`src/rtl/iir_codec_tx.sv`:
```
// I2S-style mono transmitter: a one-entry holding buffer feeds a frame word that
// is serialised MSB-first into both slots. `define IIR_TX_SATURATE_EN to clamp instead of wrap.
module iir_codec_tx #(
    parameter int BCLK_DIV  = 4,
    parameter int DATA_BITS = 24,
    parameter int SLOT_BITS = 32
) (
    input  logic        clk,
    input  logic        reset,
    input  logic [31:0] s_data,
    input  logic        s_valid,
    output logic        s_ready,
    output logic        bclk,
    output logic        lrclk,
    output logic        sdata,
    output logic        underrun
);

    localparam int CW = $clog2(BCLK_DIV);
    localparam int KW = $clog2(2 * SLOT_BITS);

    localparam logic [CW-1:0] CNT_LAST = CW'(BCLK_DIV - 1);
    localparam logic [KW-1:0] K_LAST   = KW'(2 * SLOT_BITS - 1);
    localparam logic [KW-1:0] K_SLOT   = KW'(SLOT_BITS);
    localparam logic [KW-1:0] K_DATA   = KW'(DATA_BITS);
    localparam logic [KW-1:0] K_LR_LO  = KW'(SLOT_BITS - 1);
    localparam logic [KW-1:0] K_LR_HI  = KW'(2 * SLOT_BITS - 2);

    localparam logic [0:0] ST_WAIT_FIRST = 1'b0;
    localparam logic [0:0] ST_STREAM     = 1'b1;

    logic [CW-1:0]        cnt_q, cnt_d;
    logic [KW-1:0]        k_q, k_d;
    logic                 bclk_q, bclk_d;
    logic                 lrclk_q, lrclk_d;
    logic                 sdata_q, sdata_d;
    logic                 underrun_q, underrun_d;
    logic                 buf_full_q, buf_full_d;
    logic [DATA_BITS-1:0] buf_q, buf_d;
    logic [DATA_BITS-1:0] frame_q, frame_d;
    logic [0:0]           state_q, state_d;

    logic [DATA_BITS-1:0] conv;
    logic [DATA_BITS-1:0] load_word;
    logic [DATA_BITS-1:0] word;
    logic [DATA_BITS-1:0] shifted;
    logic [KW-1:0]        j_slot;
    logic                 wrap, fall, frame_start, accept, bit_out;

`ifdef IIR_TX_SATURATE_EN
    localparam logic signed [32:0] SAT_MAX = (33'sd1 <<< (DATA_BITS - 1)) - 33'sd1;
    localparam logic signed [32:0] SAT_MIN = -(33'sd1 <<< (DATA_BITS - 1));

    logic signed [32:0] s_ext;
    assign s_ext = {s_data[31], s_data};

    always_comb begin
        conv = s_data[DATA_BITS-1:0];
        if (s_ext > SAT_MAX) begin
            conv = SAT_MAX[DATA_BITS-1:0];
        end else if (s_ext < SAT_MIN) begin
            conv = SAT_MIN[DATA_BITS-1:0];
        end
    end
`else
    assign conv = s_data[DATA_BITS-1:0];

    if (DATA_BITS < 32) begin : g_unused
        logic unused_hi;
        assign unused_hi = ^s_data[31:DATA_BITS];
    end
`endif

    assign wrap        = (cnt_q == CNT_LAST);
    assign fall        = wrap && bclk_q;
    assign frame_start = fall && (k_q == '0);
    assign accept      = s_valid && !buf_full_q;

    // frame_q keeps the word for the whole frame so the right slot replays it.
    assign load_word = buf_full_q ? buf_q : '0;
    assign word      = frame_start ? load_word : frame_q;
    assign j_slot    = (k_q >= K_SLOT) ? (k_q - K_SLOT) : k_q;
    assign shifted   = word << j_slot;
    assign bit_out   = (j_slot < K_DATA) ? shifted[DATA_BITS-1] : 1'b0;

    always_comb begin
        cnt_d      = wrap ? '0 : cnt_q + 1'b1;
        bclk_d     = wrap ? ~bclk_q : bclk_q;
        k_d        = k_q;
        sdata_d    = sdata_q;
        lrclk_d    = lrclk_q;
        frame_d    = frame_q;
        buf_d      = buf_q;
        buf_full_d = buf_full_q;
        state_d    = state_q;
        underrun_d = frame_start && (state_q == ST_STREAM) && !buf_full_q;

        if (fall) begin
            k_d     = (k_q == K_LAST) ? '0 : k_q + 1'b1;
            sdata_d = bit_out;
            lrclk_d = (k_q >= K_LR_LO) && (k_q <= K_LR_HI);
        end
        if (frame_start) begin
            frame_d    = load_word;
            buf_full_d = 1'b0;
        end
        // A sample landing on a frame start with an empty buffer waits a frame.
        if (accept) begin
            buf_d      = conv;
            buf_full_d = 1'b1;
            state_d    = ST_STREAM;
        end
    end

    always_ff @(posedge clk or negedge reset) begin
        if (!reset) begin
            cnt_q      <= '0;
            k_q        <= '0;
            bclk_q     <= 1'b0;
            lrclk_q    <= 1'b0;
            sdata_q    <= 1'b0;
            underrun_q <= 1'b0;
            buf_full_q <= 1'b0;
            buf_q      <= '0;
            frame_q    <= '0;
            state_q    <= ST_WAIT_FIRST;
        end else begin
            cnt_q      <= cnt_d;
            k_q        <= k_d;
            bclk_q     <= bclk_d;
            lrclk_q    <= lrclk_d;
            sdata_q    <= sdata_d;
            underrun_q <= underrun_d;
            buf_full_q <= buf_full_d;
            buf_q      <= buf_d;
            frame_q    <= frame_d;
            state_q    <= state_d;
        end
    end

    assign s_ready  = !buf_full_q;
    assign bclk     = bclk_q;
    assign lrclk    = lrclk_q;
    assign sdata    = sdata_q;
    assign underrun = underrun_q;

endmodule

```
`config.mk`:
```
export PLATFORM = sky130hd
export DESIGN_NAME = iir_codec_tx
export DESIGN_NICKNAME = d
export VERILOG_FILES = /design/src/rtl/iir_codec_tx.sv
export SDC_FILE = /design/constraint.sdc
export NUM_CORES = 1
export LEC_CHECK = 0
export CAP_MARGIN = 25
export CORE_UTILIZATION = 54
export DETAILED_ROUTE_END_ITERATION = 10
export PLACE_DENSITY = 0.79
export SLEW_MARGIN = 10
export SYNTH_ARGS = -nofsm -noshare
export SYNTH_HDL_FRONTEND = slang
export SYNTH_SLANG_ARGS = --single-unit
```
`constraint.sdc`:
```
create_clock -name clk -period 2.5 [get_ports clk]
set_input_delay 0.625 -clock clk [delete_from_list [all_inputs] [get_ports clk]]
set_output_delay 0.625 -clock clk [all_outputs]
set_load 0.01 [all_outputs]
```
=== Word level (Yosys, flattened, before mapping) ===
Cells that the tools add are included.

* Add/subtract/negate cells: 3
* Magnitude comparators: 4
* Eq/ne operators: 2
* Shift operators: 1
* Multiplexer cells: 8
* Bitwise operators: 1
* Reductions and logical operators: 9

{| class="wikitable"
|+ Operators by type and width
! cell !! count
|-
| two-way mux 24 bit || 2
|-
| left shift 24 x 6 -> 24 bit || 1
|-
| two-way mux 6 bit || 2
|-
| adder 6 x 1 -> 6 bit (second input constant) || 1
|-
| == test 6 bit (second input constant) || 1
|-
| greater-or-equal comparator 6 x 5 -> 1 bit (second input constant) || 1
|-
| greater-or-equal comparator 6 bit (second input constant) || 1
|-
| less-or-equal comparator 6 bit (second input constant) || 1
|-
| logical AND 1 bit || 6
|-
| zero test 6 bit || 1
|-
| less-than comparator 6 x 5 -> 1 bit (second input constant) || 1
|-
| subtractor 6 bit (second input constant) || 1
|-
| two-way mux 1 bit || 3
|-
| adder 2 x 1 -> 2 bit (second input constant) || 1
|-
| == test 2 bit (second input constant) || 1
|-
| two-way mux 2 bit || 1
|-
| nonzero test 2 bit || 1
|-
| zero test 1 bit || 1
|-
| NOT 1 bit || 1
|}

* Register bits after elaboration: 62
* Input port bits: 35
* Output and inout port bits: 5

=== Depth between registers and ports, before layout ===
Gate-level depths: netlist (run 1).

* Depth in word-level cells: 6
* Gate-level depth with buffers: 10
* Gate-level depth less buffers: 8

=== Least setup slack after synthesis (run 1) ===
OpenSTA, ideal clock, no wires.

* Path kind: register -> register
* Start point: reg k_q[0]
* End point: reg sdata_q, in the netlist sdata
* Arrival time: 2,111 ps
* Slack: 265 ps
* Cell stages (with the launch flop): 11
* Path buffers: 2
* Clock period less this slack: 2,235 ps
* Cells stage by stage: dfrtp_1 -> clkbuf_1 -> inv_1 -> ha_1 -> or4b_4 -> buf_6 -> o21ai_0 -> o211ai_1 -> o2111ai_1 -> o31ai_1 -> o31a_1

* Cells in the longest elaborated chain, start to end: 5

{| class="wikitable"
|+ RTL lines
! element !! line !! text
|-
| start, declared || 33 || <nowiki>logic [KW-1:0] k_q, k_d;</nowiki>
|-
| start signal, assigned || 129 || <nowiki>k_q <= k_d;</nowiki>
|-
| parallel branches: the longest is 4 deep, another holds subtractor 6 bit || - ||
|-
| two-way mux 1 bit (*) || 84 || <nowiki>assign bit_out = (j_slot < K_DATA) ? shifted[DATA_BITS-1] : 1'b0;</nowiki>
|-
| end signal, assigned || 132 || <nowiki>sdata_q <= sdata_d;</nowiki>
|-
| end, declared || 36 || <nowiki>logic sdata_q, sdata_d;</nowiki>
|}

Every way passes the cells marked *.
A chain may end at the register's enable or synchronous reset.

=== Final worst setup path (run 1) ===
Same ends and word-level chain as after synthesis.

==> results of run 1 <==
[routing by layer]
layer | up-vias | share of wire (%) | track usage (%)
met4 | 0 | 2.0 | 14.0
met5 | - | 0 | 0
li1 | 998 | - | -
met2 | 71 | 48 | 39.0
met1 | 1063 | 45 | 36.0
met3 | 12 | 4.8 | 5.83
[flip-flops by register name, summed over array words and instances, names as in the netlist]
| name | flops |
|---|---|
| cnt_q | 2 |
| buf_full_q | 1 |
| buf_q | 24 |
| state_q | 1 |
| k_q | 6 |
| lrclk | 1 |
| bclk | 1 |
| sdata | 1 |
| frame_q | 24 |
| underrun | 1 |
[cell type report]
class / instances / area (µm²)
clock buffers: 12 / 155
clock inverters: 4 / 45.0
fillers: 363 / 1440
inverters: 4 / 15.0
multi-input cells: 171 / 1170
flip-flops and latches: 62 / 1550
well taps: 67 / 83.8
repair buffers: 45 / 423
[cell families after synthesis]
logic type / after synthesis
buffers and inverters: 22
AND/OR/NAND/NOR: 59
multiplexers: 27
adder cells (fa/ha/maj): 4
AO/OA/AOI/OAI: 78
flip-flops: 62
XOR/XNOR: 3
[critical path, stage by stage, from the launching register on]
cell       delay [ns]
dfrtp_1          0.38
inv_1            0.12
ha_1             0.19
or4b_4           0.61
o21ai_0          0.18
o21ai_0          0.13
o2111ai_1        0.24
o31ai_1          0.09
o31a_1           0.27
[power by group]
group          switching (mW)  total, mW  internal, mW
registers               0.138       1.42          1.28
logic                   0.239      0.534         0.295
clock network           0.380      0.889         0.510
[metrics by stage]
step | hold slack (ns) | power, mW | utilization, % | worst slack [ns]
detailed placement | 0.432 | 1.97 | 66.4 | 0.201
finish | 0.211 | 2.84 | 70.5 | 0.171
global route | 0.233 | 3.00 | 70.5 | 0.0183
CTS | 0.220 | 2.86 | 70.5 | 0.175
floorplan | 0.329 | 1.77 | - | 0.265
global placement | 0.419 | 1.93 | 66.4 | 0.237
[cell usage after synthesis (2+ instances only)]
library cell | instances | area, µm²
a21oi_1 | 3 | 15.0
a22oi_1 | 2 | 15.0
a31oi_1 | 3 | 18.8
and2_1 | 3 | 18.8
buf_2 | 2 | 10.0
buf_6 | 3 | 33.8
clkbuf_1 | 12 | 45.0
dfrtp_1 | 62 | 1550
ha_1 | 4 | 50.1
inv_1 | 4 | 15.0
mux2_2 | 26 | 293
nand2_1 | 29 | 109
nand3_1 | 3 | 15.0
nand4_1 | 6 | 37.5
nor2_1 | 7 | 26.3
o2111ai_1 | 2 | 17.5
o211ai_1 | 13 | 97.6
o21ai_0 | 34 | 170
o21ai_1 | 13 | 65.1
o31ai_1 | 3 | 22.5
xnor2_1 | 2 | 17.5
[path summary, 6_finish.rpt]
check / end / depth (start not counted) / startpoint
max in group asynchronous: frame_q[17]$_DFF_PN0_ / 2 / reset
min in group clk: cnt_q[0]$_DFF_PN0_ / 1 / cnt_q[0]$_DFF_PN0_
min: lrclk$_DFFE_PN0P_ / 1 / reset
max: sdata$_DFFE_PN0P_ / 8 / k_q[0]$_DFFE_PN0P_
min reg2reg: cnt_q[0]$_DFF_PN0_ / 1 / cnt_q[0]$_DFF_PN0_
max reg2reg: sdata$_DFFE_PN0P_ / 8 / k_q[0]$_DFFE_PN0P_
[layout by cell type, fill, tap and decap left out, types with 2 or more instances in the layout]
master,synthesis,final
dfrtp_1,62,62
o21ai_0,34,34
clkdlybuf4s50_1,0,30
nand2_1,29,29
mux2_2,26,26
o21ai_1,13,13
o211ai_1,13,13
buf_4,0,13
clkbuf_8,0,11
nor2_1,7,7
nand4_1,6,6
inv_1,4,4
ha_1,4,4
and2_1,3,3
a31oi_1,3,3
nand3_1,3,3
a21oi_1,3,3
o31ai_1,3,3
clkinv_2,0,3
xnor2_1,2,2
a22oi_1,2,2
o2111ai_1,2,2
==> run metrics, run 1 <==
num ports 40; placed insts 349; Mapped Nets 294; GRT Total Usage 26.1%; worst hold path class input port to asynchronous set/reset pin; antenna-violating nets left 0; Die W 74.3 µm; slack of the worst reg-to-reg path 0.17 ns; PD cells 825 nW/µm²; dominant synthesized flop cell dfrtp_1; initial core utilization 57.9%; CP Class flop to flop; row count 25; area of the core 4880 µm²; Final setup viols 0; Worst-path clk slew 0.07 ns; first-pass GRT wire length 10400 µm; compound-cell area share of the yosys netlist 16.4%; Slew Viols, Final 0; die area 5520 µm²; WP data arrival 2.55 ns; number of synthesized register bits 62; Syn-to-layout area delta 21.8%; mapped cell area 2830 µm²; synth unique cells 40; average cell area after synthesis 11.1 µm²; Adder-Cell Fraction of Synth Area 1.77%; layout cells sized above 1 21.1%; CTS sink cnt 62; routability-driven placement congestion ratio 0.791; Worst Path Required 2.73 ns; Slew HR 60.6%; EDFF count, synth 0; crit path time final 2.33 ns; RSZ-0062 raised after global routing no; fin crit share 93.2%; CTS Hold Bufs 0; status complete, no violations; warnings from Yosys 0; largest family of logic cells by synthesized area compound AO/OA/AOI/OAI gates; largest net degree at the start of global routing 36; Die Ht 74.3 µm; Post-Layout Cell Count 365; Synth Area in XOR/XNOR 0.930%; DP Area 3240 µm²; Via-to-Cell Ratio 5.87; Max-cap violations 0; total wire length 5980 µm; Setup Total Neg Slack 0 ns; dpl hpwl 4140 µm; setup bufs post-CTS 0; drt first-iter violations 160; # diodes 0; total number of vias 2144; Num CTS Buffers 9; CTS tree built; # DRC 0; Lkg Pwr 1.44 nW; Fin. Hold Viols 0; NumNets Final 332; initial antenna violation count 0; skew final 0.00664 ns; Seq/Total Area, Yosys 54.9%; wire length per cell 16.4 µm; Worst-Margin Slew 0.589 ns; mux cell area share after synthesis 11.2%; vias in the first global route 2163; gr ovfl total 0; post-route cell area 3440 µm²; Synth Area in Simple Gates 10.9%; Synth Instances 255; VDD IR max 0.582 mV; element type at the critical path start flop; drt pass-1 iters 4; I/O Buffers 31; Clk Latency, worst-skew pair 0.34 ns; clock root buffer clkbuf_8; CP Max Fanout 22; clock buffer depth 2; Max Freq 0.429 GHz; asr flop ratio synth 100%; post_cts resized 0; crit path capture type flop; H-tree depth 3
No activity file was read; power rests on OpenSTA's default activity.
==> inputs of run 2 (changes only) <==
CTS_BUF_LIST = sky130_fd_sc_hd__clkbuf_16   (was default)
TNS_END_PERCENT = 5   (was default)
==> run metrics, run 2 (synthesis gave the netlist of run 1 again) <==
Worst-path clk slew 0.05 ns; Num CTS Buffers 9; element type at the critical path start flop; post_cts resized 0; Setup Total Neg Slack 0 ns; Reg area 1550 µm²; clock root buffer clkbuf_16; PD cells 883 nW/µm²; WP data arrival 2.54 ns; M1 WL 2790 µm; largest net degree at the start of global routing 36; status complete, no violations; Seq pwr share 45.4%; Lkg Pwr 1.50 nW; VDD IR max 0.624 mV; fill count 346; CP Max Fanout 11; Die W 74.3 µm; multi-input combinational cell area 1190 µm²; Slew Viols, Final 0; GRT Total Usage 26.5%; fin crit share 93.4%; Worst Path Required 2.71 ns; NumNets Final 333; met2 wire length 2950 µm; Fin. Hold Viols 0; CTS tree built; dpl hpwl 4140 µm; buffer and inverter count on the worst path 1; total wire length 6270 µm; gr ovfl total 0; vias in the first global route 2203; area of the core 4880 µm²; top flop regs buf_q: 24 flops, frame_q: 24 flops, k_q: 6 flops; # DRC 0; drt pass-1 iters 4; hold slack 0.229 ns; Met3 Routed Length 392 µm; routability-driven placement congestion ratio 0.791; CTS sink cnt 62; Final setup viols 0; skew final 0.00526 ns; Max Used Layer met4; NetSw 796 µW; Top Family by Delay on Critical Path compound AO/OA/AOI/OAI gates; final core utilization 72.6%; most common cell after layout, fill and taps aside dfrtp_1; Worst-Margin Slew 0.590 ns; # diodes 0; setup bufs post-CTS 0; Via-to-Cell Ratio 6.00; Max-cap violations 0; antenna-violating nets left 0; initial core utilization 57.9%; Sw Share 25.5%; critical path cell sequence inv_1, ha_1, or4b_4, o21ai_0, o21ai_1, a22oi_1, a21oi_1, o31a_1; CTS Hold Bufs 0; power share of the clock group 37.4%; Clk Latency, worst-skew pair 0.32 ns; I/O Buffers 31; num ports 40; crit path time final 2.33 ns; total number of vias 2196; CP Class flop to flop; wire length per cell 17.1 µm; worst hold path class input port to asynchronous set/reset pin; first-pass GRT wire length 10600 µm; Slew HR 60.6%; Max Freq 0.428 GHz; layout cells sized above 1 20.7%; RSZ-0062 raised after global routing no; clock buffer depth 2; H-tree depth 3; die area 5520 µm²; commonest cells after routing, fill and taps aside 62 x dfrtp_1, 34 x o21ai_0, 30 x clkdlybuf4s50_1; row count 25; CP max stage delay 0.57 ns; P_int 2.33 mW; CP max-delay cell or4b_4; initial antenna violation count 0; Comb pwr share 17.2%; drt first-iter violations 217; Syn-to-layout area delta 25.3%; crit path capture type flop; Die Ht 74.3 µm
-- run 2: cell type report --
type                    count  area share (%)
repair buffers             45            11.9
multi-input cells         172            33.5
inverters                   4           0.424
clock buffers               9            6.36
well taps                  67            2.37
flip-flops and latches     62            43.8
clock inverters             7            1.59
-- run 2: power by group through the flow --
stage / Combinational (mW) / Sequential, mW / Clock [mW]
CTS: 0.541 / 1.42 / 1.18
global placement: 0.508 / 1.42 / 0
global route: 0.600 / 1.46 / 1.23
detailed placement: 0.537 / 1.44 / 0
finish: 0.536 / 1.42 / 1.17
floorplan: 0.391 / 1.38 / 0
-- run 2: routing by layer --
metal	vias up	GRT usage (%)
met3	12	5.28
li1	1005	-
met5	-	0
met4	0	14.0
met1	1085	36.0
met2	94	40.6
-- run 2: through the flow --
stage	worst slack, ns	total power, mW	instances	area [µm²]
after CTS	0.133	3.15	365	3520
after global placement	0.237	1.93	349	3240
after global routing	0.0174	3.29	366	3540
after floorplan	0.265	1.77	255	2830
final	0.165	3.13	366	3540
after detailed placement	0.201	1.97	349	3240
-- run 2: final timing paths --
kind,cells after the start,from,slack [ns],end
max,8,k_q[0]$_DFFE_PN0P_,0.17,sdata$_DFFE_PN0P_
min,1,reset,0.23,k_q[1]$_DFFE_PN0P_
max reg2reg,8,k_q[0]$_DFFE_PN0P_,0.17,sdata$_DFFE_PN0P_
min reg2reg,1,cnt_q[0]$_DFF_PN0_,0.43,cnt_q[0]$_DFF_PN0_
max in group asynchronous,2,reset,1.73,frame_q[17]$_DFF_PN0_
min in group clk,1,cnt_q[0]$_DFF_PN0_,0.43,cnt_q[0]$_DFF_PN0_
==> edit: new RTL, flow settings as in run 1 <==
`BCLK_DIV`: 4 -> 8.
--- a/src/rtl/iir_codec_tx.sv
+++ b/src/rtl/iir_codec_tx.sv
@@ -2,5 +2,5 @@
 // is serialised MSB-first into both slots. `define IIR_TX_SATURATE_EN to clamp instead of wrap.
 module iir_codec_tx #(
-    parameter int BCLK_DIV  = 4,
+    parameter int BCLK_DIV  = 8,
     parameter int DATA_BITS = 24,
     parameter int SLOT_BITS = 32
Check against the original RTL: not equivalent (a bounded check fails within 10 cycles, from zero or initial values and one cycle with reset low).
==> edit against run 1 <==
- synthesized cell count increased by 5.1%
- area after synthesis increased by 2.7%
- cell count increased by 4.4%
- largest cell class unchanged
- wire length decreased by 5.8%
- sequential power increased by 6%
- power increased by 9.0%
- via count decreased by 1.4%
- clock skew increased by 2.5 ps
- sequential cell count increased by 1
- worst setup slack improved by 37 ps
- non-clock buffer count decreased by 1
- final area increased by 3.9%
==> edit: results (changes against run 1) <==
setup_path:
  ff2ff_setup_slack_ps: 210  # +40 ps
  crit_fanout: 5  # -77%
  worst_r2r_startpoint: "cnt_q[0]$_DFF_PN0_"
  arrival_ps: 2520  # -30 ps
cts:
  path_clk_slew_ps: 70  # about the same
  cts.path.max_buffers: 2  # unchanged
  cts_setup_buffers: 0  # unchanged
  htreeDepth: 3  # unchanged
synthesis:
  async_flop_share_pct: 100.0  # unchanged
  syn_nets: 308  # +4.8%
  synthXorXnorAreaFrac_pct: 0.9056  # -0.024 points
  ys_seq_area_share_pct: 54.33  # -0.58 points
  synth-adder-area-share_pct: 2.156  # +0.38 points
  synth-compound-area-share_pct: 11.47  # -5.0 points
  synth_mux_area_share_pct: 13.15  # +2.0 points
  ys_types: 42  # +5.0%
  synthTopCellsByCount: "dfrtp_1, nand2_1, mux2_2"
  synthTopCellsByArea: "dfrtp_1, mux2_2, nand2_1"
route:
  via_per_inst: 5.546  # -5.6%
  wl_um: 5632  # -5.8%
  drt_iter0_markers: 149  # -6.9%
final_layout:
  multi_input_area_sq_mm: 0.001201  # +2.9%
  fillers: 409  # +13%
  drive_gt1_share_pct: 19.29  # -1.8 points
  nNetsFinal: 346  # +4.2%
pwr:
  ir_worst_vdd_mv: 0.6639  # +14%
  p_leak_nw: 1.632  # +13%
  internal-power_w: 0.002276  # +9.3%
global_route:
  first_global_vias: 2108  # -2.5%
  use_met1_pct: 30.72  # -5.3 points
  grt_pass1_wl_um: 9618  # -7.7%
  grt.met2_usage_pct: 36.81  # -2.2 points
  grt_usage_pct: 23.44  # -2.7 points
  grt_max_degree: 64  # +78%
  antenna_found_initial: 0  # unchanged
  grt_use_met3_pct: 6.878  # +1.1 points
sta:
  worstMarginPinSlew_ps: 547.4  # -41.68 ps
  fin_skew_ps: 9.172  # +2.531 ps
status:
  status: "finished clean"
place:
  dp_hpwl_um: 3877  # -6.3%
  place_area_sq_mm: 0.003337  # +3.0%
  gp_congestion: 0.8684  # +9.8%
## edit: cell types whose count changed in the layout (fill, tap and decap cells not counted), moves of 3 or more
| cell | run 1 | this run |
|---|---|---|
| inv_1 | 4 | 13 |
| mux2i_1 | 0 | 10 |
| nand2_1 | 29 | 51 |
| nand3_1 | 3 | 7 |
| nand4_1 | 6 | 2 |
| o211a_1 | 0 | 3 |
| o211ai_1 | 13 | 5 |
| o21ai_0 | 34 | 19 |
| o21ai_1 | 13 | 0 |
## edit: logic make-up after synthesis
group | after synthesis
flip-flops | 63
AO/OA/AOI/OAI | 49
AND/OR/NAND/NOR | 83
multiplexers | 35
XOR/XNOR | 3
buffers and inverters | 30
adder cells (fa/ha/maj) | 5
## edit: through the flow
step           cells  hold WS [ps]  power, W  setup WS (ps)
2_1_floorplan    268         329.4  0.001897          72.29
3_3_place_gp     365         418.9  0.002072          242.5
3_5_place_dp     365         430.3  0.002112          193.1
4_1_cts          381         293.9  0.003121          166.1
5_1_grt          381         300.9  0.003280          96.56
6_report         381         283.4  0.003096          207.9
## edit: metal layers
metal / share of wire (%) / up-vias
li1: - / 1007
met1: 45 / 1031
met2: 48 / 58
met3: 4.0 / 17
met4: 2.9 / 0
met5: 0 / -
## edit: worst min-delay path by stage
| stage | start | to | slack [ps] |
|---|---|---|---|
| final | reset | buf_q[8]$_DFFE_PN0P_ | 280 |
| after detailed placement | cnt_q[0]$_DFF_PN0_ | cnt_q[0]$_DFF_PN0_ | 430 |
| after global routing | reset | buf_q[14]$_DFFE_PN0P_ | 300 |
| after floorplan | reset | bclk$_DFFE_PN0N_ | 330 |
| after global placement | cnt_q[0]$_DFF_PN0_ | cnt_q[0]$_DFF_PN0_ | 420 |
| after CTS | reset | frame_q[8]$_DFF_PN0_ | 290 |
## edit: timing repair
action / CTS / global route
setup endpoints to repair: 0 / 1
gates resized for setup: 0 / 1
hold buffers: 0 / 0
## edit: worst max-delay path: stages, from the launching register on
cell and delay, ps:
dfrtp_1 380, ha_1 210, ha_1 190, and4bb_4 220, and2_1 200, mux2i_1 150
a222oi_1 320, o221ai_1 160, o32a_1 340
## edit: area by class of cell
class	count	share of cell area [%]
sequential	63	44.12
clock buffer	11	4.237
timing repair buffer	44	11.97
tap	70	2.451
multi-input combinational	175	33.61
clock inverter	5	2.241
inverter	13	1.366
## edit: power groups by stage
stage | Sequential [W] | Combinational [W] | Clock, W
2_1_floorplan | 0.00147 | 0.000431 | 0
3_3_place_gp | 0.00151 | 0.000566 | 0
3_5_place_dp | 0.00152 | 0.000589 | 0
4_1_cts | 0.00151 | 0.000592 | 0.00102
5_1_grt | 0.00155 | 0.000663 | 0.00107
6_report | 0.00151 | 0.000584 | 0.00100
